File: config.mk
export PLATFORM = sky130hd
export DESIGN_NAME = disp_scan_ctrl
export DESIGN_NICKNAME = d
export VERILOG_FILES = /design/src/rtl/disp_pkg.sv /design/src/rtl/bcd7seg_dec.sv /design/src/rtl/disp_scan_ctrl.sv
export SDC_FILE = /design/constraint.sdc
export NUM_CORES = 1
export LEC_CHECK = 0
export CAP_MARGIN = 30
export CORE_MARGIN = 1.5
export CORE_UTILIZATION = 30
export DETAILED_ROUTE_END_ITERATION = 16
export PLACE_DENSITY_LB_ADDON = 0.12
export SLEW_MARGIN = 10
export SYNTH_ARGS = -nofsm -noshare
export SYNTH_HDL_FRONTEND = slang
export SYNTH_SLANG_ARGS = --single-unit
File: constraint.sdc
create_clock -name clk -period 3.4 [get_ports clk]
set_input_delay 0.34 -clock clk [delete_from_list [all_inputs] [get_ports clk]]
set_output_delay 0.34 -clock clk [all_outputs]
set_load 0.02 [all_outputs]
File: src/rtl/disp_pkg.sv
// Shared definitions for the 7-segment display blocks: active-low segment
// patterns ({g,f,e,d,c,b,a}), scan state encoding and the digit-count limit.
package disp_pkg;

  localparam int MAX_DIGITS = 8;
  localparam int IDX_W      = $clog2(MAX_DIGITS);

  localparam logic [6:0] SEG_0    = 7'b1000000;
  localparam logic [6:0] SEG_1    = 7'b1111001;
  localparam logic [6:0] SEG_2    = 7'b0100100;
  localparam logic [6:0] SEG_3    = 7'b0110000;
  localparam logic [6:0] SEG_4    = 7'b0011001;
  localparam logic [6:0] SEG_5    = 7'b0010010;
  localparam logic [6:0] SEG_6    = 7'b0000010;
  localparam logic [6:0] SEG_7    = 7'b1111000;
  localparam logic [6:0] SEG_8    = 7'b0000000;
  localparam logic [6:0] SEG_9    = 7'b0010000;
  localparam logic [6:0] SEG_DASH = 7'b0111111;
  localparam logic [6:0] SEG_OFF  = 7'h7F;

  typedef enum logic [1:0] {
    OFF   = 2'd0,
    BLANK = 2'd1,
    SHOW  = 2'd2
  } scan_state_t;

endpackage

File: src/rtl/bcd7seg_dec.sv
// Combinational BCD to active-low 7-segment decoder; non-decimal codes show a dash.
module bcd7seg_dec
  import disp_pkg::*;
(
  input  logic [3:0] bcd,
  output logic [6:0] seg_n
);

  // Map each BCD code onto its segment pattern.
  always_comb begin
    case (bcd)
      4'd0:    seg_n = SEG_0;
      4'd1:    seg_n = SEG_1;
      4'd2:    seg_n = SEG_2;
      4'd3:    seg_n = SEG_3;
      4'd4:    seg_n = SEG_4;
      4'd5:    seg_n = SEG_5;
      4'd6:    seg_n = SEG_6;
      4'd7:    seg_n = SEG_7;
      4'd8:    seg_n = SEG_8;
      4'd9:    seg_n = SEG_9;
      default: seg_n = SEG_DASH;
    endcase
  end

endmodule

File: src/rtl/disp_scan_ctrl.sv
// Time-multiplexed scan controller for a common-cathode 7-segment display.
// Rotates one lit digit per slot, blanks the start of each slot against ghosting,
// shows a per-frame snapshot of the BCD input and blanks leading zeros on request.
// All outputs are registered: they describe the previous cycle's scan position.
module disp_scan_ctrl
  import disp_pkg::*;
#(
  parameter int DIGITS    = 6,
  parameter int SCAN_DIV  = 1000,
  parameter int BLANK_CYC = 8,
  parameter int PW        = 10
) (
  input  logic                  clk,
  input  logic                  rst,
  input  logic                  en,
  input  logic                  sync_clr,
  input  logic                  lz_en,
  input  logic [4*DIGITS-1:0]   digits_bcd,
  input  logic [DIGITS-1:0]     dp_mask,
  output logic [6:0]            seg_n,
  output logic                  dp_n,
  output logic [DIGITS-1:0]     com_n,
  output logic [IDX_W-1:0]      digit_idx,
  output logic                  frame_done
);

  localparam logic [PW-1:0]    PRE_LAST  = PW'(SCAN_DIV - 1);
  localparam logic [PW-1:0]    PRE_BLANK = PW'(BLANK_CYC);
  localparam logic [IDX_W-1:0] IDX_LAST  = IDX_W'(DIGITS - 1);

  // Scan position and state.
  logic [PW-1:0]    pre_q, pre_d;
  logic [IDX_W-1:0] idx_q, idx_d;
  scan_state_t      state_q, state_d, eff_state;
  logic             fd_d;

  // Frame snapshot of the displayed data.
  logic [4*DIGITS-1:0] snap_bcd_q, snap_bcd_d;
  logic [DIGITS-1:0]   snap_dp_q, snap_dp_d;
  logic                capture;

  // Per-slot data selection and output stage.
  logic [3:0]        cur_bcd;
  logic              cur_dp;
  logic              upper_zero;
  logic              lz_blank;
  logic [6:0]        dec_seg;
  logic [6:0]        seg_d;
  logic              dp_d;
  logic [DIGITS-1:0] com_d;

  // Next prescaler/index/state: en=0 beats sync_clr, which beats the slot wrap.
  always_comb begin
    // NOTE: every always_comb output gets a default first so no path can infer a latch.
    pre_d   = pre_q;
    idx_d   = idx_q;
    state_d = state_q;
    fd_d    = 1'b0;
    if (!en) begin
      pre_d   = '0;
      idx_d   = '0;
      state_d = OFF;
    end else begin
      if (sync_clr) begin
        pre_d = '0;
        idx_d = '0;
      end else if (pre_q == PRE_LAST) begin
        pre_d = '0;
        idx_d = (idx_q == IDX_LAST) ? '0 : idx_q + IDX_W'(1);
        fd_d  = (idx_q == IDX_LAST);
      end else begin
        pre_d = pre_q + PW'(1);
      end
      state_d = (pre_d < PRE_BLANK) ? BLANK : SHOW;
    end
  end

  // A low en darkens the display at the very next edge, even mid-slot.
  assign eff_state = en ? state_q : OFF;

  // Capture new data at slot 0, prescaler 0; the bypass lets that cycle use it too.
  assign capture    = en && (pre_q == '0) && (idx_q == '0);
  assign snap_bcd_d = capture ? digits_bcd : snap_bcd_q;
  assign snap_dp_d  = capture ? dp_mask    : snap_dp_q;

  // Select the current digit and decide leading-zero blanking from the top digit down.
  always_comb begin
    cur_bcd    = '0;
    cur_dp     = 1'b0;
    upper_zero = 1'b1;
    lz_blank   = 1'b0;
    for (int i = DIGITS - 1; i >= 0; i--) begin
      if (snap_bcd_d[4*i +: 4] != 4'd0) upper_zero = 1'b0;
      if (IDX_W'(i) == idx_q) begin
        cur_bcd  = snap_bcd_d[4*i +: 4];
        cur_dp   = snap_dp_d[i];
        lz_blank = lz_en && (i != 0) && upper_zero;
      end
    end
  end

  bcd7seg_dec u_dec (
    .bcd   (cur_bcd),
    .seg_n (dec_seg)
  );

  // Drive one common and the decoded segments only while showing.
  always_comb begin
    seg_d = SEG_OFF;
    dp_d  = 1'b1;
    com_d = '1;
    if (eff_state == SHOW) begin
      seg_d = lz_blank ? SEG_OFF : dec_seg;
      dp_d  = ~cur_dp;
      for (int i = 0; i < DIGITS; i++) com_d[i] = (IDX_W'(i) != idx_q);
    end
  end

  // Scan counters, snapshot and registered pin outputs.
  always_ff @(posedge clk or posedge rst) begin
    if (rst) begin
      pre_q      <= '0;
      idx_q      <= '0;
      state_q    <= OFF;
      // NOTE: the snapshot is reset so a freshly reset display never shows stale digits.
      snap_bcd_q <= '0;
      snap_dp_q  <= '0;
      seg_n      <= SEG_OFF;
      dp_n       <= 1'b1;
      com_n      <= '1;
      digit_idx  <= '0;
      frame_done <= 1'b0;
    end else begin
      // NOTE: non-blocking assignments so every register samples pre-edge values.
      pre_q      <= pre_d;
      idx_q      <= idx_d;
      state_q    <= state_d;
      snap_bcd_q <= snap_bcd_d;
      snap_dp_q  <= snap_dp_d;
      seg_n      <= seg_d;
      dp_n       <= dp_d;
      com_n      <= com_d;
      digit_idx  <= idx_q;
      frame_done <= fd_d;
    end
  end

endmodule

==> flow_summary.yaml <==
floorplan:
  fp.dieArea_sq_mm: 0.0115
  core_area_sq_mm: 0.0104
  num_rows: 37
  start_util_pct: 31.2
  ioPinCount: 53
  die_h_um: 107
  horiz_die_dim_um: 107
sta:
  slew_headroom_pct: 52.0
  final_count_of_hold_timing_violations: 0
  final_min_period_over_clock_period_pct: 81.7
  setup_ws_ps: 623
  slew_violations: 0
  final.setup_skew_ps: 8.83
  fin_tns_setup_ps: 0
  tightestPinTransition_ps: 714
  final-setup-viol-count: 0
  rsz_0062_raised_after_global_routing: "false"
  period_minus_slack_ps: 2780
  f_max_mhz: 360
global_routing:
  largest_net_degree_at_the_start_of_global_routing: 32
  vias_in_the_first_global_route: 2423
  grt_antenna_before_repair: 0
  grt_pass1_wl_um: 12600
  groute.usage.overall_pct: 14.5
  overflow: 0
flow_run:
  max_cap_viol_count: 0
clocking:
  cts_post_setup_buffers_inserted: 0
  cts_htree_levels: 3
  cts_hold_repair.buffers: 0
  cts_inserted_buffers: 9
  cts_tree: "done"
  clock_sinks: 63
  cts_repair_resize_count: 0
  cts-root-to-sink-buffers: 2
  cts_root_buf: "clkbuf_8"
  cts.reportedPaths.clkPinSlew_ps: 70
  clkLatencyLatePin_ps: 340
logic_synthesis:
  postSynthNetCount: 342
  synthArstFlopShare_pct: 100
  seq_cells_post_synth: 63
  ys_warn_count: 0
  synthCells: 298
  synth.avg_cell_area_sq_um: 10.9
  synth_area_sq_mm: 0.00325
  synth.yosys.seq_area_share_pct: 49.0
  synth_ff_type: "dfrtp_1"
  synth_enable_flop_cells: 0
  synth_cell_type_count: 53
routing:
  route.final.wire_length_um: 7660
  detail_route.vias_per_cell: 4.76
  drc: 0
  routed_wire_length_per_instance_um: 15.4
  drt_first_iter_violations: 67
  dr_total_vias: 2362
  drt_antenna_net_count: 0
  detailedRoute.firstPassIterationCount: 4
placement:
  hpwl_um: 5740
  place.port_buffers: 52
  dpl_worst_slack_ps: 416
  gpl.final_weighted_congestion: 0.835
layout:
  area_growth_pct: 27.6
  fin_nets: 399
  final_layout_size_suffix_gt1_share_pct: 22.2
  antenna-diode-count: 0
critical_path:
  worstSetupEndpointType: "flip-flop"
  worst-endpoint-required_ps: 3660
  worst-r2r-setup-slack_ps: 620
  cp_cell_sequence: "nor4_4 -> nand4_4 -> mux2_2 -> mux2_4 -> o21ai_4 -> inv_1 -> ha_1 -> mux2_2 -> o211ai_1"
  setup.worst_path.start: "idx_q[0]"
  regToRegEndpoint: "seg_n[4]"
  category_of_cells_accounting_for_the_largest_share_of_critical_path_delay: "multiplexers"
  timing.setup.critical_path_class: "reg -> reg"
  critPathBufInv: 1
  path_max_fanout: 8
  crit_path_end: "seg_n[4]"
  worst_path_largest_cell_delay_ps: 510
  timing.critical_path.mode_cell: "mux2_2"
  critPathLaunchType: "flip-flop"
  crit_arrival_ps: 3040
  rr_worst_depth: 9
  crit_cells: 9
  reg2reg_from: "idx_q[0]"
  cell_type_of_the_slowest_stage_on_the_worst_timing_path: "dfrtp_1"
min_path:
  hold_path.class: "in -> async"
power_and_ir_drop:
  leakage_nw: 1.68
  pwrdens_mw_per_mm2: 443
  totalPowerFinal_mw: 1.84
  irDropWorstVdd_v: 0.000235
outcome:
  result_of_the_run: "complete, no violations"
==> flip-flops by register name, indices dropped and copies added, names as in the netlist <==
signal	count
com_n	6
pre_q	10
idx_q	3
snap_bcd_q	24
snap_dp_q	6
frame_done	1
dp_n	1
state_q	2
seg_n	7
digit_idx	3
==> stage by stage <==
stage / hold slack (ps) / cells / instance area [sq um] / util (%)
after floorplan: 352 / 298 / 3250 / -
after global placement: 475 / 480 / 3930 / 37.7
after detailed placement: 481 / 480 / 3930 / 37.7
after CTS: 462 / 496 / 4150 / 39.8
after global routing: 498 / 496 / 4150 / 39.8
final: 430 / 496 / 4150 / 39.8
==> layer usage <==
| layer | wire (um) | global-route usage (%) | vias to the layer above |
|---|---|---|---|
| met3 | 341 | 3.40 | 7 |
| met4 | 105 | 5.71 | 0 |
| met5 | 0 | 0 | - |
| li1 | - | - | 1164 |
| met2 | 3280 | 21.3 | 55 |
| met1 | 3930 | 20.5 | 1136 |
==> cells by family after synthesis <==
| group | Yosys count | synth area share (%) |
|---|---|---|
| AND/OR/NAND/NOR | 107 | 17.6 |
| flip-flops | 63 | 49.0 |
| AO/OA/AOI/OAI | 44 | 10.2 |
| multiplexers | 40 | 13.7 |
| buffers and inverters | 26 | 3.65 |
| XOR/XNOR | 9 | 2.42 |
| adder cells (fa/ha/maj) | 9 | 3.46 |
==> power breakdown <==
group | internal [mW] | total [mW] | switching [mW]
registers | 0.808 | 0.847 | 0.0384
clock network | 0.453 | 0.746 | 0.293
logic | 0.130 | 0.246 | 0.116
==> cell type report <==
cell class                      instances  area (sq um)
Fill cell                            1045          6270
Sequential cell                        63          1590
Multi-Input combinational cell        209          1540
Timing Repair Buffer                   59           573
Tap cell                              136           170
Clock buffer                           13           159
Clock inverter                          3          65.1
Inverter                               13          48.8
==> worst min-delay path by stage <==
stage,end,depth (start not counted)
final,pre_q[3],2
after CTS,snap_dp_q[1],2
after floorplan,digit_idx[2],0
after detailed placement,snap_dp_q[5],1
after global routing,snap_dp_q[1],2
after global placement,snap_bcd_q[0],1
==> placed cells by master, fill, tap and decap left out, drive strengths merged, types with 3 or more instances in the layout <==
master,netlist,routed
clkdlybuf4s50,0,52
dfrtp,49,49
nor2,34,34
mux2,31,31
nand2,24,24
dfstp,14,14
inv,13,13
clkbuf,7,13
a21oi,11,11
nor4,11,11
nand3,10,10
o21ai,10,10
mux2i,9,9
ha,9,9
buf,6,7
nand2b,6,6
xnor2,5,5
nor3,4,4
and2,4,4
a31oi,4,4
xor2,4,4
or2,3,3
o31ai,3,3
==> worst register-to-register path, cell delays in order, from the launching register on <==
cell,delay (ps)
dfrtp_1,510
nor4_4,380
nand4_4,230
mux2_2,340
mux2_4,270
o21ai_4,170
inv_1,130
ha_1,230
mux2_2,270
o211ai_1,160
==> cells in the mapped netlist (all sizes together), types with 3 or more instances <==
master | n | share of area, %
a21oi | 11 | 1.7
a31oi | 4 | 0.77
and2 | 4 | 0.77
buf | 6 | 1.3
clkbuf | 7 | 0.81
dfrtp | 49 | 38
dfstp | 14 | 11
ha | 9 | 3.5
inv | 13 | 1.5
mux2 | 31 | 11
mux2i | 9 | 2.8
nand2 | 24 | 2.8
nand2b | 6 | 1.2
nand3 | 10 | 1.5
nor2 | 34 | 4.2
nor3 | 4 | 0.62
nor4 | 11 | 3.0
o21ai | 10 | 1.9
o31ai | 3 | 0.85
or2 | 3 | 0.58
xnor2 | 5 | 1.3
xor2 | 4 | 1.1
(Power assumes the default switching activity.)
